===== config.mk =====
export PLATFORM = sky130hd
export DESIGN_NAME = param_fifo
export DESIGN_NICKNAME = d
export VERILOG_FILES = /design/src/rtl/param_fifo.sv
export SDC_FILE = /design/constraint.sdc
export NUM_CORES = 1
export LEC_CHECK = 0
export CAP_MARGIN = 20
export CORE_ASPECT_RATIO = 0.5
export CORE_MARGIN = 1.5
export CORE_UTILIZATION = 41
export CTS_BUF_LIST = sky130_fd_sc_hd__clkbuf_8 sky130_fd_sc_hd__clkbuf_16
export CTS_CLUSTER_SIZE = 14
export DETAILED_ROUTE_END_ITERATION = 6
export GPL_ROUTABILITY_DRIVEN = 0
export PLACE_DENSITY = 0.67
export SYNTH_ARGS = -nofsm -noshare
export SYNTH_HDL_FRONTEND = slang
export SYNTH_SLANG_ARGS = --single-unit

===== constraint.sdc =====
create_clock -name clk -period 11 [get_ports clk]
set_input_delay 2.2 -clock clk [delete_from_list [all_inputs] [get_ports clk]]
set_output_delay 2.2 -clock clk [all_outputs]
set_load 0.02 [all_outputs]

===== src/rtl/param_fifo.sv =====
// param_fifo: synchronous first-word-fall-through FIFO with occupancy,
// almost-full/almost-empty flags and a high-water mark.
// Storage is a register array read combinationally at rd_ptr; control state
// (pointers, count, high_water) is the only state touched by rst and flush.
module param_fifo #(
  parameter int WIDTH    = 8,
  parameter int DEPTH    = 16,
  parameter int AF_LEVEL = DEPTH - 2,
  parameter int AE_LEVEL = 2
) (
  input  logic                        clk,
  input  logic                        rst,
  input  logic                        flush,
  input  logic                        inp_val,
  output logic                        inp_rdy,
  input  logic [WIDTH-1:0]            data_in,
  output logic                        out_val,
  input  logic                        out_rdy,
  output logic [WIDTH-1:0]            data_out,
  output logic [$clog2(DEPTH):0]      count,
  output logic                        almost_full,
  output logic                        almost_empty,
  output logic [$clog2(DEPTH):0]      high_water
);

  localparam int AW = $clog2(DEPTH);
  localparam int CW = AW + 1;

  // Larger of the running high-water mark and the upcoming occupancy.
  function automatic logic [CW-1:0] max_cnt(input logic [CW-1:0] a,
                                            input logic [CW-1:0] b);
    max_cnt = (a > b) ? a : b;
  endfunction

  logic [WIDTH-1:0] mem [DEPTH];
  logic [AW-1:0]    wr_ptr;
  logic [AW-1:0]    rd_ptr;
  logic [CW-1:0]    count_q;
  logic [CW-1:0]    count_nxt;
  logic [CW-1:0]    hw_q;
  logic             push;
  logic             pop;

  // Handshake flags come only from registered occupancy, never from the
  // partner's valid/ready, so no combinational path crosses the FIFO.
  assign inp_rdy      = (count_q != CW'(DEPTH));
  assign out_val      = (count_q != '0);
  assign push         = inp_val && inp_rdy;
  assign pop          = out_val && out_rdy;

  assign data_out     = mem[rd_ptr];
  assign count        = count_q;
  assign high_water   = hw_q;
  assign almost_full  = (count_q >= CW'(AF_LEVEL));
  assign almost_empty = (count_q <= CW'(AE_LEVEL));

  // Next occupancy: a simultaneous push and pop leaves it unchanged.
  always_comb begin
    count_nxt = count_q;
    case ({push, pop})
      2'b10:   count_nxt = count_q + CW'(1);
      2'b01:   count_nxt = count_q - CW'(1);
      default: count_nxt = count_q;
    endcase
  end

  // Control state: reset beats flush, flush beats any push/pop that cycle.
  always_ff @(posedge clk) begin
    if (rst) begin
      wr_ptr  <= '0;
      rd_ptr  <= '0;
      count_q <= '0;
      hw_q    <= '0;
    end else if (flush) begin
      wr_ptr  <= '0;
      rd_ptr  <= '0;
      count_q <= '0;
      hw_q    <= '0;
    end else begin
      if (push) wr_ptr <= wr_ptr + AW'(1);
      if (pop)  rd_ptr <= rd_ptr + AW'(1);
      count_q <= count_nxt;
      hw_q    <= max_cnt(hw_q, count_nxt);
    end
  end

  // Payload storage; a word offered during reset or flush is dropped.
  always_ff @(posedge clk) begin
    if (push && !flush && !rst) mem[wr_ptr] <= data_in;
  end

endmodule

# Word-level counts from Yosys, hierarchy flattened
# Memories as Yosys holds them, arrays and structs flattened. A register that Yosys moved wholly into a read port is not among the register bits.
# Cells that the tools add are included.
[totals]
reg_bits = 18
latchBits = 0
mem_bits_rw = 128
romBits = 0
n_memories = 1
[classes]
add_sub_neg = 4
mul = 0
div_mod_pow = 0
order_cmp = 3
n_eq_ne = 3
shift = 0
muxes = 5
n_bitwise = 0
reduce_logical = 8
[memory_table]
columns = ["memory", "depth", "width", "read_ports", "rd_ports_with_merged_regs", "write_ports", "line_no", "rtl"]
rows = [
  ["mem", 16, 8, 1, 1, 1, "35", "logic [WIDTH-1:0] mem [DEPTH];"],
]
[op_table]
columns = ["operator", "count"]
rows = [
  ["5-bit case mux with 2 select lines", 1],
  ["4-bit by 1-bit adder with 4-bit output (second input constant)", 2],
  ["4-bit 2-to-1 mux", 2],
  ["5-bit by 1-bit adder with 5-bit output (second input constant)", 1],
  ["5-bit by 4-bit >= comparator with 1-bit output (second input constant)", 1],
  ["5-bit greater-than comparator", 1],
  ["5-bit by 2-bit less-or-equal comparator with 1-bit output (second input constant)", 1],
  ["5-bit inequality test (second input constant)", 1],
  ["5-bit nonzero test", 1],
  ["5-bit by 1-bit subtractor with 5-bit output (second input constant)", 1],
  ["1-bit logical AND", 4],
  ["2-bit by 1-bit == test with 1-bit output (second input constant)", 1],
  ["2-bit == test (second input constant)", 1],
  ["1-bit logical NOT", 2],
  ["1-bit 2-to-1 mux", 2],
  ["2-bit OR reduction", 1],
]

# Longest topological paths before layout
[logic_depth]
depth_word = 6
ltp_mapped = 17

# Worst setup path before layout
# Ideal clock, no wire load.
[synth_path]
path_kind = "input to register"
startpoint = "in out_rdy"
endpoint = "reg hw_q[0] (netlist: high_water[0])"
arrival_time_ns = 5.170
t_required_ns = 10.872
setup_slack_ns = 5.703
path_stages = 15
cell_sequence = "a21boi_1 -> ha_1 -> inv_1 -> fa_1 -> nor2b_1 -> o22ai_1 -> mux2i_1 -> o21a_1 -> ha_1 -> and3_1 -> a211oi_1 -> a32o_1 -> clkbuf_1 -> mux2i_1 -> nor2_1"
[synth_between]
elab_chain_len = 4
elab_cells_between_ends = 5
cone_classes = "order compare (1); eq/ne (2); mux (1); reduce/logical (1)"
[synth_rtl]
columns = ["item", "line_no", "rtl"]
rows = [
  ["start, declared", "18", "input logic out_rdy,"],
  ["1-bit logical AND (*)", "49", "assign pop = out_val && out_rdy;"],
  ["2-bit by 1-bit == test with 1-bit output or 2-bit == test (tied branches)", "60", "case ({push, pop})"],
  ["5-bit case mux with 2 select lines (*)", "60", ""],
  ["5-bit greater-than comparator", "32", "max_cnt = (a > b) ? a : b;"],
  ["end signal, assigned", "83", "hw_q <= max_cnt(hw_q, count_nxt);"],
  ["end, declared", "40", "logic [CW-1:0] hw_q;"],
]
# Mark *: on every way between the ends. The rest lies on a longest branch, timed or not.
# A chain may end at the register's enable or synchronous reset.

# Final worst setup path
[layout_path]
startpoint = "in out_rdy"
endpoint = "reg hw_q[1] (netlist: high_water[1])"
# The elaborated chain is that of the path after synthesis.

==> flow_summary.yaml <==
clock_network:
  h-tree-depth: 4
  clkSinkCount: 150
  root_buffer: "clkbuf_16"
  cts_tree: "built"
  cts_setup_buffers: 0
  clkLatencyLatePin_ps: 420
  cts_max_path_buffers: 2
  cts_buffers: 17
  cts.reportedPaths.clkPinSlew_ps: 60
  cts_resized: 0
  ctsHoldBuffers: 0
synthesis:
  yosysUniqueCellTypes: 40
  synth_edf_count: 128
  synth_area_per_cell_sq_um: 18.8
  synth_flop_cell: "edfxtp_1"
  yosysSeqAreaShare: 0.694
  synth.area.top_cells: "edfxtp_1, mux4_1, dfxtp_1"
  postSynth.asyncResetShare: 0
  ys_ff_latch: 150
  synth_top_area_share: 0.623
  synthTopCellsByCount: "edfxtp_1, nor2_1, mux4_1"
  synth_area_sq_um: 6170
  yosysTopAreaCell: "edfxtp_1"
  synthCells: 329
  yosys_warnings: 0
  yosysMostFrequentCell: "edfxtp_1"
  syn-num-nets: 357
global_route:
  grt_pass1_wl_mm: 18.9
  first_global_vias: 3307
  grt_max_degree: 33
  antenna_found_initial: 0
  overflow: 0
  grt_use_total: 0.168
die:
  rows: 31
  die_w_microns: 176
  ios: 35
  die_h_microns: 89.7
  core-area_sq_um: 14600
  dieArea_sq_um: 15800
  initial_core_util: 0.423
detailed_routing:
  routed_wl_mm: 12.1
  vias: 3138
  dr.pass1.iters: 5
  ant_nets: 0
  wl_per_cell_microns: 21.0
  drc_errors: 0
  viasPerCell: 5.44
  drtIter0Drc: 188
sta:
  finalHoldViolations: 0
  maxSlewHeadroom: 0.280
  slew_violations: 0
  skew_ps: 16.3
  worst_pin_slew_ps: 1080
  finalSetupViolCount: 0
  period_minus_slack_ps: 5870
  rsz0062_at_grt: "false"
  tns_ps: 0
  max_freq_ghz: 0.170
  period_share: 0.534
critical_path:
  path_max_fanout: 9
  cp-start-kind: "primary input"
  crit_type: "in -> reg"
  cp.arrival_ps: 6180
  cp.required_ps: 11300
  crit_path_end_kind: "register"
flow_run:
  max_cap_viol_count: 0
layout:
  final_area_sq_um: 7190
  regArea_sq_um: 4290
  n_antenna_cell: 0
  final_util: 0.493
  drive_gt1_frac: 0.140
  area_delta_synth_final_pct: 16.6
  multi_input_comb_area_sq_um: 1770
  fill_cells: 1182
  num-nets-final: 395
power_and_ir_drop:
  leakage_nw: 2.33
  p_per_area_nw_per_um2: 177
  peakVddDrop_mv: 0.124
  p_total_mw: 1.28
min_path:
  hold_class: "reg -> reg"
placed_design:
  placed_area_sq_um: 6680
  detailed_place_hpwl_mm: 7.59
  port-buffer-count: 34
run_status:
  status: "completed"
-- placed cells by master, fill, tap and decap left out, types with 4 or more instances in the layout --
cell             count
clkdlybuf4s50_1     34
xnor2_1              4
mux4_2              16
nand2_1              5
nor2_1              34
clkinv_2             4
ha_1                14
a21oi_1              6
clkbuf_16           17
dfxtp_1             21
nor3_2               4
xor2_1               4
nand3_1              5
inv_1                9
mux2i_1              4
edfxtp_1           128
mux4_1              24
nor3_1               4
-- worst max-delay path, cell delays in order --
cell	delay, ps
clkdlybuf4s50_1	450
a21boi_1	440
ha_1	380
inv_1	110
fa_1	390
nor2b_1	290
o22ai_1	160
mux2i_1	160
o21a_1	190
ha_1	280
and3_1	190
a211oi_1	170
a32o_1	360
nor2_1	110
a211oi_1	290
-- metal layers --
metal	vias to the layer above	global-route usage	wire (microns)
met3	10	0.0495	822
met5	-	0	0
met4	0	0.0579	131
met1	1593	0.217	5050
met2	127	0.272	6140
li1	1408	-	-
-- stage by stage --
stage | setup WS, ps | instances | hold slack, ps
6_report | 5130 | 577 | 546
5_1_grt | 4820 | 577 | 601
4_1_cts | 5200 | 577 | 551
3_5_place_dp | 4730 | 546 | 527
3_3_place_gp | 5140 | 546 | 510
2_1_floorplan | 5700 | 329 | 485
-- worst paths after layout --
path | from | to | slack [ps] | cells past startpoint
max | out_rdy | high_water[1] | 5130 | 15
min | rd_ptr[3] | register | 550 | 2
min reg2reg | rd_ptr[3] | register | 550 | 2
max reg2reg | count[1] | high_water[1] | 6750 | 15
-- flip-flops by register name, summed over array words and instances (netlist names), named ones only --
signal      flops
rd_ptr          4
high_water      5
mem           128
wr_ptr          4
count           5
-- final cells by class --
cell class                 instances  share of cell area
clock inverter                    14              0.0123
sequential                       150               0.596
multi-input combinational        155               0.246
tap                              198              0.0344
clock buffer                      17              0.0591
timing repair buffer              35              0.0483
inverter                           8             0.00417
-- kinds of logic (layout without fill, tap and decap cells) --
logic type | Yosys count | in the layout | synth area share
DFF | 150 | 150 | 0.694
and+or+nand+nor | 65 | 65 | 0.0475
muxes | 44 | 44 | 0.167
buffers and inverters | 24 | 74 | 0.0221
AOI/OAI and AO/OA | 23 | 23 | 0.0260
adders and majority gates | 15 | 15 | 0.0316
xor gates and xnor gates | 8 | 8 | 0.0114
-- power breakdown --
group          internal, mW  switching [mW]  leakage [nW]
registers             0.627          0.0113          1.33
logic                0.0592          0.0755         0.744
clock network         0.284           0.220         0.251
(Power assumes the default switching activity.)
==> variant 1: new RTL, config.mk and constraints unchanged <==
The parameter `WIDTH` goes from 8 to 6.
--- a/src/rtl/param_fifo.sv
+++ b/src/rtl/param_fifo.sv
@@ -4,5 +4,5 @@
 // (pointers, count, high_water) is the only state touched by rst and flush.
 module param_fifo #(
-  parameter int WIDTH    = 8,
+  parameter int WIDTH    = 6,
   parameter int DEPTH    = 16,
   parameter int AF_LEVEL = DEPTH - 2,
Interface: changed (resized data_in and data_out); port bits go from 35 to 31. No check against the original RTL was run, so the function may have changed too.
==> variant 1 against the original RTL <==
Sequential power is 21% lower; maximum frequency is 1.8% higher; design area is 16% lower; sequential share of layout area is 4.4 points lower; clock power is 15% higher; largest cell class unchanged; area after synthesis is 20% lower; sequential cell count is 32 lower; critical endpoint is now high_water[0]; highest routed layer unchanged; routed wire length is 20% lower; setup slack better by 0.10 ns; register-to-register slack better by 0.11 ns; core utilization is 1.8 points higher; synthesized cell count is 13% lower; total power is 5.6% lower.
==> variant 1: results (changes against the original RTL) <==
Placed Cells - 466 (-15%)
met2 wire length - 4445 um (-28%)
clock network latency to the later pin of the worst-skew pair - 0.40 ns (-0.02 ns)
EDFF count, synth - 96 (-25%)
total track usage - 16.85% (+0.055 points)
most instantiated cells after synthesis - edfxtp_1, nor2_1, dfxtp_1
synth top area cells - edfxtp_1, mux4_1, dfxtp_1
Slew @ Worst Pin - 1.071 ns (-0.004505 ns)
# port buffers - 30 (-12%)
Critical Path Max Stage Delay - 0.46 ns
WL/cell - 19.43 um (-7.7%)
highest metal used - met4
clock skew - 0.007618 ns (-0.008675 ns)
clock-pin slew on the worst setup and hold paths - 0.05 ns
initial antenna violation count - 0 (unchanged)
max-cap viol count - 0 (unchanged)
DR vias - 2,676 (-15%)
DRT Wirelength - 9733 um (-20%)
synth warn - 0 (unchanged)
outcome - complete, no violations
Largest register FFs - 96 (-25%)
largest net degree at the start of global routing - 25 (-24%)
CTS Buffer Depth - 2 (unchanged)
Cells after Synth - 285 (-13%)
Clock Power - 0.000580 W (+15%)
static leakage - 2.004 nW (-14%)
Starting DRT DRC Count - 195 (+3.7%)
Switching Share - 23.06% (-0.94 points)
Worst EP arrival - 6.05 ns (-0.13 ns)
TritonRoute pass-1 iters - 4 (-1)
met1 wire length - 4395 um (-13%)
M3 GR Usage - 5.828% (+0.88 points)
Post-layout nets - 349 (-12%)
Antenna diodes - 0 (unchanged)
Max VDD drop - 0.0001342 V (+8.3%)
Netlist cell types - 38 (-5.0%)
combinational power share - 10.1% (-0.4 points)
Resized cells post-CTS - 0 (unchanged)
syn nets - 311 (-13%)
syn avg cell area - 17.35 sq um (-7.5%)
fraction of layout cells with a size suffix above 1 - 15.48% (+1.5 points)
first-pass GRT wire length - 15,270 um (-19%)
Final HPWL DP - 6216 um (-18%)
met1 Use GR - 22.85% (+1.2 points)
grt met2 use - 25.37% (-1.8 points)
Seq/Total Area, Yosys - 67.22% (-2.2 points)
DR WL met3 - 792 um (-3.6%)
## variant 1: cell count changes after synthesis, sizes merged
| cell | unedited run | this run |
|---|---|---|
| clkbuf | 7 | 9 |
| buf | 9 | 5 |
| edfxtp | 128 | 96 |
| mux4 | 40 | 30 |
## variant 1: final cells by class
type                    count  area [sq um]
well taps                 165         206.4
flip-flops and latches    118          3324
clock buffers              17         425.4
inverters                   8         30.03
repair buffers             33         337.8
clock inverters            15         202.7
multi-input cells         145          1498
fillers                   961          5747
## variant 1: cells by family after synthesis
| logic type | Yosys count | share of synthesized area [%] |
|---|---|---|
| compound gates | 23 | 3.240 |
| fa+ha+maj | 15 | 3.948 |
| flops | 118 | 67.22 |
| buf+inv | 22 | 2.480 |
| xor+xnor | 8 | 1.417 |
| simple gates | 65 | 5.923 |
| mux | 34 | 15.77 |
## variant 1: through the flow
stage / power, W / hold WS [ns] / setup WS (ns) / utilization, % / instance area [sq um]
after detailed placement: 0.0006331 / 0.5114 / 4.774 / 45.53 / 5359
final: 0.001206 / 0.5313 / 5.230 / 51.18 / 6025
after floorplan: 0.0005924 / 0.4847 / 5.664 / - / 4943
after global placement: 0.0006255 / 0.5033 / 5.111 / 45.53 / 5359
after global routing: 0.001251 / 0.5706 / 4.881 / 51.18 / 6025
after CTS: 0.001212 / 0.5401 / 5.218 / 50.86 / 5987
## variant 1: final timing paths
path | startpoint | endpoint | slack [ns] | cells after the start
max | out_rdy | high_water[0] | 5.23 | 15
min reg2reg | rd_ptr[3] | register | 0.53 | 2
min | rd_ptr[3] | register | 0.53 | 2
max reg2reg | count[4] | high_water[0] | 6.86 | 15
==> variant 2: new RTL, config.mk and constraints unchanged <==
Made on the original files. Reset style: asynchronous (`rst`), changed in one clocked block. Comments in the files are not updated.
--- a/src/rtl/param_fifo.sv
+++ b/src/rtl/param_fifo.sv
@@ -66,5 +66,5 @@
 
   // Control state: reset beats flush, flush beats any push/pop that cycle.
-  always_ff @(posedge clk) begin
+  always_ff @(posedge clk or posedge rst) begin
     if (rst) begin
       wr_ptr  <= '0;
Function: differs if rst is asserted again (counterexample within 4 cycles, from zero or initial values and one cycle with rst high); with rst held inactive, the same outputs for 4 cycles.
==> variant 2 against the original RTL <==
Design area grew 2.9%; sequential cell count decreased by 4; setup slack lost 0.047 ns; first-iteration DRC count down 4.8%; area after synthesis up 1.7%; critical path depth is 3 lower; maximum frequency decreased by 0.79%; largest cell class unchanged; routed wire length up 5.0%; sequential share of layout area is 1.5 points lower.
Power is not compared: it rests on default switching activity, and its combinational part moved more than twofold at a synthesized area within 25%.
==> variant 2: results (changes against the original RTL) <==
Final HPWL DP - 7927 um (+4.5%)
CP startpoint - inp_val
post-synthesis compound-gate area fraction - 3.509% (+0.91 points)
outcome - complete, no violations
total track usage - 17.15% (+0.35 points)
fraction of layout cells with a size suffix above 1 - 14.36% (+0.38 points)
clock skew - 0.005697 ns (-0.01060 ns)
Slew HR - 24.76% (-3.3 points)
dpl ws - 4.702 ns (-0.03182 ns)
Post-layout nets - 391 (-1.0%)
Placed Cells - 542 (-0.73%)
syn nets - 352 (-1.4%)
Critical Path Max Stage Delay - 0.55 ns (+0.10 ns)
min-delay src - high_water[1]
vias per cell - 5.639 (+3.7%)
FF-to-FF Start - count[1]
syn avg cell area - 19.37 sq um (+3.3%)
worst hold stages - 1 (-1)
vias in the first global route - 3,453 (+4.4%)
synth top area cells - edfxtp_1, mux4_1, dfrtp_1
Adder-Cell Fraction of Synth Area - 3.110% (-0.054 points)
most instantiated cells after synthesis - edfxtp_1, mux4_1, nor2_1
worst reg-to-reg setup slack - 6.17 ns (-0.58 ns)
critical path's slowest cell - or4b_1
Critical path destination - high_water[0]
[variant 2: layout make-up]
| cell class | instances | area, sq um | share of cell area [%] |
|---|---|---|---|
| Sequential cell | 146 | 4294 | 58.02 |
| Multi-Input combinational cell | 155 | 1879 | 25.39 |
| Clock buffer | 17 | 425.4 | 5.748 |
| Timing Repair Buffer | 36 | 355.3 | 4.801 |
| Tap cell | 198 | 247.7 | 3.347 |
| Clock inverter | 15 | 172.7 | 2.333 |
| Inverter | 7 | 26.28 | 0.3550 |
[variant 2: metal layers]
| layer | global-route usage [%] | up-vias | wire, um |
|---|---|---|---|
| li1 | - | 1432 | - |
| met1 | 23.43 | 1669 | 5610 |
| met2 | 26.95 | 128 | 6391 |
| met3 | 4.419 | 8 | 644 |
| met4 | 5.532 | 0 | 105 |
| met5 | 0 | - | 0 |
